<file path="config.mk">
export PLATFORM = sky130hd
export DESIGN_NAME = hazard_sequencer
export DESIGN_NICKNAME = d
export VERILOG_FILES = /design/src/rtl/hazard_sequencer.sv
export SDC_FILE = /design/constraint.sdc
export NUM_CORES = 1
export LEC_CHECK = 0
export ABC_AREA = 1
export CAP_MARGIN = 25
export CORE_ASPECT_RATIO = 1.5
export CORE_MARGIN = 4
export CORE_UTILIZATION = 37
export DETAILED_ROUTE_END_ITERATION = 10
export PLACE_DENSITY = 0.8
export SLEW_MARGIN = 15
export SYNTH_ARGS = -nofsm -noshare
export SYNTH_HDL_FRONTEND = slang
export SYNTH_SLANG_ARGS = --single-unit
</file>
<file path="constraint.sdc">
create_clock -name clk -period 1.8 [get_ports clk]
set_input_delay 0.18 -clock clk [delete_from_list [all_inputs] [get_ports clk]]
set_output_delay 0.18 -clock clk [all_outputs]
set_load 0.02 [all_outputs]
</file>
<file path="src/rtl/hazard_sequencer.sv">
// hazard_sequencer: pipeline hazard controller for the 5-stage RISC-V core.
//
// Purpose:
//   - Combinational E-stage operand forwarding selects (M has priority over W).
//   - One-bubble stall for load-use hazards.
//   - D/E flush when a branch or jump is taken in E.
//   - IDLE/BUSY sequencer for a multi-cycle MUL/DIV op that occupies E. It
//     freezes F/D/E and bubbles M for MUL_LATENCY-1 cycles. It then pulses
//     MulDoneE in the last E cycle.
//
// Ports:
//   clk, rst                  core clock, synchronous active-high reset
//   Rs1D, Rs2D                sources of the instruction in D
//   Rs1E, Rs2E, RdE           sources and destination of the instruction in E
//   RdM, RdW                  destinations in M and W
//   RegWriteM, RegWriteW      M / W instruction writes the register file
//   ResultSrcE                E instruction is a load
//   PCSrcE                    branch/jump taken, resolved in E
//   MulStartE                 E holds a multi-cycle op (held while in E)
//   ForwardAE, ForwardBE      00 = regfile, 10 = ALUResultM, 01 = ResultW
//   StallF/StallD/StallE      hold PC, IF/ID, ID/EX
//   FlushD/FlushE/FlushM      clear IF/ID, ID/EX, EX/MEM
//   MulBusy                   sequencer is in BUSY
//   MulDoneE                  one-cycle pulse: multi-cycle result valid in E
//
// Optional feature (macro HAZARD_PERF_EN):
//   Adds StallCount[31:0] and FlushCount[31:0]. These are saturating
//   counters of the cycles with StallF high and with FlushD||FlushE high.

module hazard_sequencer #(
    parameter int MUL_LATENCY = 4,
    parameter int REG_AW      = 5
) (
    input  logic              clk,
    input  logic              rst,
    input  logic [REG_AW-1:0] Rs1D,
    input  logic [REG_AW-1:0] Rs2D,
    input  logic [REG_AW-1:0] Rs1E,
    input  logic [REG_AW-1:0] Rs2E,
    input  logic [REG_AW-1:0] RdE,
    input  logic [REG_AW-1:0] RdM,
    input  logic [REG_AW-1:0] RdW,
    input  logic              RegWriteM,
    input  logic              RegWriteW,
    input  logic              ResultSrcE,
    input  logic              PCSrcE,
    input  logic              MulStartE,
    output logic [1:0]        ForwardAE,
    output logic [1:0]        ForwardBE,
    output logic              StallF,
    output logic              StallD,
    output logic              StallE,
    output logic              FlushD,
    output logic              FlushE,
    output logic              FlushM,
    output logic              MulBusy,
`ifdef HAZARD_PERF_EN
    output logic [31:0]       StallCount,
    output logic [31:0]       FlushCount,
`endif
    output logic              MulDoneE
);

    typedef enum logic {
        IDLE = 1'b0,
        BUSY = 1'b1
    } state_t;

    // Loading MUL_LATENCY-2 gives MUL_LATENCY-1 stall cycles in total:
    // the start cycle in IDLE, plus one BUSY cycle for each count above 0.
    localparam logic [3:0] CNT_INIT = 4'(MUL_LATENCY - 2);

    state_t     state_q, state_d;
    logic [3:0] cnt_q, cnt_d;
    // High during the first cycle after reset. All control outputs stay
    // quiet in that cycle and the sequencer does not accept a start.
    logic       quiet_q;
    logic       load_use;

    always_ff @(posedge clk) begin
        if (rst) begin
            state_q <= IDLE;
            cnt_q   <= 4'd0;
            quiet_q <= 1'b1;
        end else begin
            state_q <= state_d;
            cnt_q   <= cnt_d;
            quiet_q <= 1'b0;
        end
    end

    // Forwarding is independent of the sequencer state.
    always_comb begin
        ForwardAE = 2'b00;
        ForwardBE = 2'b00;
        if (!rst) begin
            if (RegWriteM && (RdM != '0) && (RdM == Rs1E))
                ForwardAE = 2'b10;
            else if (RegWriteW && (RdW != '0) && (RdW == Rs1E))
                ForwardAE = 2'b01;
            if (RegWriteM && (RdM != '0) && (RdM == Rs2E))
                ForwardBE = 2'b10;
            else if (RegWriteW && (RdW != '0) && (RdW == Rs2E))
                ForwardBE = 2'b01;
        end
    end

    assign load_use = ResultSrcE && (RdE != '0) && ((RdE == Rs1D) || (RdE == Rs2D));

    always_comb begin
        state_d  = state_q;
        cnt_d    = cnt_q;
        StallF   = 1'b0;
        StallD   = 1'b0;
        StallE   = 1'b0;
        FlushD   = 1'b0;
        FlushE   = 1'b0;
        FlushM   = 1'b0;
        MulBusy  = 1'b0;
        MulDoneE = 1'b0;
        if (!rst && !quiet_q) begin
            case (state_q)
                IDLE: begin
                    if (MulStartE) begin
                        StallF  = 1'b1;
                        StallD  = 1'b1;
                        StallE  = 1'b1;
                        FlushM  = 1'b1;
                        cnt_d   = CNT_INIT;
                        state_d = BUSY;
                    end else if (PCSrcE) begin
                        FlushD = 1'b1;
                        FlushE = 1'b1;
                    end else if (load_use) begin
                        StallF = 1'b1;
                        StallD = 1'b1;
                        FlushE = 1'b1;
                    end
                end
                BUSY: begin
                    // The op is still in E, so hazard inputs are ignored here.
                    MulBusy = 1'b1;
                    if (cnt_q != 4'd0) begin
                        StallF = 1'b1;
                        StallD = 1'b1;
                        StallE = 1'b1;
                        FlushM = 1'b1;
                        cnt_d  = cnt_q - 4'd1;
                    end else begin
                        MulDoneE = 1'b1;
                        state_d  = IDLE;
                    end
                end
                default: state_d = IDLE;
            endcase
        end
    end

`ifdef HAZARD_PERF_EN
    logic [31:0] stall_cnt_q, flush_cnt_q;

    always_ff @(posedge clk) begin
        if (rst) begin
            stall_cnt_q <= 32'd0;
            flush_cnt_q <= 32'd0;
        end else begin
            if (StallF && (stall_cnt_q != 32'hFFFF_FFFF))
                stall_cnt_q <= stall_cnt_q + 32'd1;
            if ((FlushD || FlushE) && (flush_cnt_q != 32'hFFFF_FFFF))
                flush_cnt_q <= flush_cnt_q + 32'd1;
        end
    end

    assign StallCount = stall_cnt_q;
    assign FlushCount = flush_cnt_q;
`endif

endmodule

</file>
## Word-level counts from Yosys, hierarchy flattened

Cells that the tools add are included.

| word-level totals | value |
|---|---|
| input bits | 42 |
| memory bits (read-only) | 0 |
| flip-flop bits (word level) | 6 |
| memories | 0 |
| bits in latches | 0 |
| output and inout port bits | 12 |
| bits in writable memories | 0 |
| word-level logic and storage cells | 62 |

| cells by class | value |
|---|---|
| bitwise logic cells | 1 |
| $lt $le $gt $ge | 0 |
| multiply operators | 0 |
| eq/ne operators | 8 |
| add/sub/neg operators | 1 |
| shifts and indexed selects | 0 |
| multiplexer cells | 32 |
| divide/modulo/power cells | 0 |
| reduce and logical (&&, ||, !) cells | 17 |

Operators by type and width:

| kind | number |
|---|---|
| $eq 5x5->1 | 6 |
| $mux 1 | 23 |
| $reduce_bool 5->1 | 3 |
| $logic_and 1x1->1 | 9 |
| $mux 2 | 4 |
| $mux 4 | 2 |
| $pmux 4 s2 | 1 |
| $pmux 1 s2 | 2 |
| $reduce_bool 4->1 | 1 |
| $sub 4x1->4 const B | 1 |
| $reduce_and 3->1 | 1 |
| $logic_not 1->1 | 2 |
| $ne 2x1->1 const B | 1 |
| $ne 2x2->1 const B | 1 |
| $logic_or 1x1->1 | 1 |
| $not 1->1 | 1 |

## Logic depth before layout (Yosys ltp)

| logic depth | value |
|---|---|
| depth in word-level cells | 8 |
| mapped depth | 10 |

## Worst setup path before layout

Ideal clock, no wire load.

| timing | value |
|---|---|
| path type | reg2out |
| start | reg cnt_q[0] |
| end | out StallF |
| setup slack | -0.045 ns |
| arrival | 1.665 ns |
| stages on the path, launching flop included | 9 |
| data required time | 1.620 ns |
| cells stage by stage | dfxtp_1 > inv_1 > ha_1 > nand3_1 > nand2_4 > inv_1 > nand2_1 > o21ai_0 > buf_4 |

| between the ends | value |
|---|---|
| cells in the longest elaborated chain, start to end | 4 |

Ends and longest elaborated chain:

| what | RTL line | text |
|---|---|---|
| start, declared | 74 | `logic [3:0] cnt_q, cnt_d;` |
| start signal, assigned | 87 | `cnt_q <= cnt_d;` |
| $reduce_bool 4->1 | 143 | `if (cnt_q != 4'd0) begin` |
| $mux 1 | n/a |  |
| $pmux 1 s2 | n/a |  |
| $mux 1 | n/a |  |
| end, declared | 50 | `output logic StallF,` |

Every way passes these cells.

## Worst setup path in the final report

| timing | value |
|---|---|
| start | in RdE[3] |
| end | out StallD |

| between the ends | value |
|---|---|
| cells in the longest elaborated chain, start to end | 8 |
| elaborated cells between the ends (all ways) | 11 |
| classes of those cells | eq/ne (2); mux (5); reduce/logical (4) |

Ends and longest elaborated chain:

| what | RTL line | text |
|---|---|---|
| start, declared | 40 | `input logic [REG_AW-1:0] RdE,` |
| $eq 5x5->1 or $reduce_bool 5->1 (tied branches) | 108 | `assign load_use = ResultSrcE && (RdE != '0) && ((RdE == Rs1D) \|\| (RdE == Rs2D));` |
| $logic_or 1x1->1 or $logic_and 1x1->1 (tied branches) | 108 |  |
| $logic_and 1x1->1 (*) | 108 |  |
| $mux 1 (*) | 134 | `end else if (load_use) begin` |
| $mux 1 (*) | 131 | `end else if (PCSrcE) begin` |
| $mux 1 (*) | 124 | `if (MulStartE) begin` |
| $pmux 1 s2 (*) | 122 | `case (state_q)` |
| $mux 1 (*) | 121 | `if (!rst && !quiet_q) begin` |
| end, declared | 51 | `output logic StallD,` |

Mark *: on every way between the ends. The rest lies on a longest branch, timed or not.

==> results.json <==
{
  "multiInputGateArea_um2": 648,
  "cp.required_ps": 1620,
  "maxCapViolCount": 0,
  "syn_area_um2": 898,
  "p_clk_share_pct": 21.5,
  "grt_pass1_wl_um": 3950,
  "fillers": 211,
  "worst_hold_slack_ps": 478,
  "cts_max_level": 1,
  "synth_cell_types": 23,
  "clockRootBuffer": "clkbuf_4",
  "final_cells": 251,
  "use_met3_pct": 2.37,
  "synth.avg_cell_area_um2": 5.61,
  "dp_hpwl_um": 2490,
  "syn_inst": 160,
  "yosysSeqAreaShare_pct": 13.4,
  "core_mm2": 0.00229,
  "vias_per_cell": 4.72,
  "hold_path_class": "register to register",
  "port_buffers": 53,
  "diodes": 0,
  "finalMaxSlewViolations": 0,
  "clkTransAtPathRegs_ps": 40,
  "crit_path_end_kind": "output port",
  "pre_cts_ws_ps": -382,
  "start_util_pct": 39.3,
  "drc_errors": 0,
  "grt_antenna_before_repair": 0,
  "path_class": "primary input to output port",
  "rsz0062_at_grt": "false",
  "period_needed_ps": 1710,
  "synth-seq-cells": 6,
  "critical_path_arrival_ps": 1530,
  "synth_edf_count": 0,
  "holdBufCountCts": 0,
  "antenna_left": 0,
  "ys_warn_count": 0,
  "leakage_nw": 0.832,
  "setup_viol": 0,
  "die_h_um": 68.4,
  "num_rows": 21,
  "finClkSkew_ps": 3.02,
  "crit_fanout": 3,
  "wl_um": 2750,
  "clock_path_buffers": 2,
  "utilization_pct": 67.4,
  "finalWeightedCongestion": 0.863,
  "ys.flop_type": "dfxtp_1",
  "die_area_mm2": 0.00330,
  "worst_slack_ps": 86.4,
  "slew_headroom_pct": 83.6,
  "intPower_mw": 0.377,
  "p_switching_mw": 0.181,
  "netSwitchingFraction_pct": 32.4,
  "synthTopCellsByCount": "nand2_1 (39), inv_1 (28), nor2_1 (25)",
  "grt_usage_pct": 16.6,
  "drt_iter0_drc": 11,
  "nNetsFinal": 274,
  "status": "finished clean",
  "cts_made_buffers": 3,
  "die_width_um": 48.2,
  "cts_setup_buffers": 0,
  "wl_per_cell_um": 10.9,
  "synthesis.nets": 204,
  "synth_top_cell_by_area": "nand2_1",
  "grt_use_met2_pct": 36.1,
  "insertion_delay_ps": 240,
  "dp.cells": 248,
  "vias": 1184,
  "power_density_mw_per_mm2": 362,
  "fin_crit_sh_pct": 95.2,
  "clock.fmax_mhz": 584,
  "use_met1_pct": 11.5,
  "grt_pass1_vias": 1157,
  "cts_tree": "done",
  "grt-busiest-layer": "met2",
  "irDropWorstVdd_mv": 0.208,
  "synth.area.top_cells": "nand2_1 (16%), dfxtp_1 (13%), inv_1 (12%)",
  "pwr-share-seq_pct": 25.9,
  "seqCellArea_um2": 120,
  "async_reset_ff_share_pct": 0,
  "hold_viol": 0,
  "start_kind": "primary input",
  "clock_sinks": 6,
  "drive_above_1_share_pct": 16.2,
  "power_frac_comb_pct": 52.6,
  "grt-ovfl-total": 0,
  "grt_max_degree": 7,
  "p_total_mw": 0.558,
  "drtPass1Iterations": 4,
  "io-pin-count": 54,
  "synthMostInstantiatedCell": "nand2_1",
  "area_delta_synth_final_pct": 71.6,
  "tightestPinTransition_ps": 245,
  "synth_top_area_share_pct": 16.3
}
==> layout make-up <==
cell class / count / area share (%)
inverter: 31 / 7.71
clock buffer: 3 / 1.46
tap: 23 / 1.87
sequential: 6 / 7.79
multi-input combinational: 121 / 42.0
timing repair buffer: 67 / 39.1
==> flip-flops by register name (all words and copies together) (netlist names) <==
register,count
quiet_q,1
cnt_q,4
state_q,1
==> cell usage in the layout (no fill, tap or decap) <==
cell / netlist / final
buf_4: 2 / 16
nand4_1: 2 / 2
o21ai_0: 6 / 5
nor2_8: 1 / 1
nor2b_1: 1 / 1
inv_2: 2 / 2
xor2_1: 10 / 10
clkbuf_2: 0 / 1
xnor2_1: 7 / 7
inv_1: 28 / 28
nand2_2: 2 / 2
inv_4: 1 / 1
or2_2: 3 / 3
nor2_4: 1 / 1
nor2_1: 25 / 25
o21ai_2: 0 / 1
clkdlybuf4s50_1: 0 / 41
o22ai_1: 1 / 1
buf_2: 0 / 4
nor2_2: 1 / 1
nor3_1: 1 / 1
dlymetal6s2s_1: 0 / 1
clkbuf_4: 0 / 3
dlygate4sd2_1: 0 / 4
nand2_1: 39 / 39
ha_1: 2 / 2
dfxtp_1: 6 / 6
a21oi_1: 6 / 6
nand2_4: 1 / 1
nand3_1: 12 / 12
==> path summary, 6_finish.rpt <==
path / endpoint / cells after the start / startpoint / slack, ps
setup / recovery: StallD / 10 / RdE[3] / 90
hold reg to reg: state_q / 2 / quiet_q / 480
hold / removal: state_q / 2 / quiet_q / 480
setup reg to reg: cnt_q[3] / 11 / cnt_q[1] / 390
==> per-stage QoR <==
step	area (um2)	TNS [ps]
CTS	1540	0
global route	1540	0
global placement	1550	-2130
floorplan	898	0
finish	1540	0
detailed placement	1550	-2450
==> metal layers <==
metal / part of all wire, % / vias to the layer above
li1: - / 620
met1: 33 / 501
met2: 54 / 55
met3: 9.1 / 8
met4: 3.0 / 0
met5: 0 / -
==> critical path, stage by stage <==
cell and delay, ps:
clkdlybuf4s50_1 500, inv_1 80, nand2_1 60, nand2_1 40, nor2_1 130, nand3_1 100, nand2_1 70, nand2_1 80
o21ai_2 120, buf_2 180
==> power groups by stage <==
stage / clock [mW] / combinational [mW] / sequential [mW]
2_1_floorplan: 0 / 0.133 / 0.146
3_3_place_gp: 0 / 0.292 / 0.146
3_5_place_dp: 0 / 0.299 / 0.147
4_1_cts: 0.126 / 0.294 / 0.144
5_1_grt: 0.130 / 0.320 / 0.145
6_report: 0.120 / 0.293 / 0.145
==> kinds of logic (layout without fill, tap and decap cells) <==
logic type / Yosys count / count (layout) / share of synthesized area [%]
adder cells (fa/ha/maj): 2 / 2 / 2.79
XOR/XNOR: 17 / 17 / 16.6
AO/OA/AOI/OAI: 13 / 13 / 7.38
flip-flops: 6 / 6 / 13.4
AND/OR/NAND/NOR: 89 / 89 / 45.0
buffers and inverters: 33 / 101 / 14.9
==> what timing repair did <==
action	CTS	global route
resized for setup	29	6
pin swaps	1	0
setup endpoints to repair	11	5
Power figures use the tool's default switching activity.
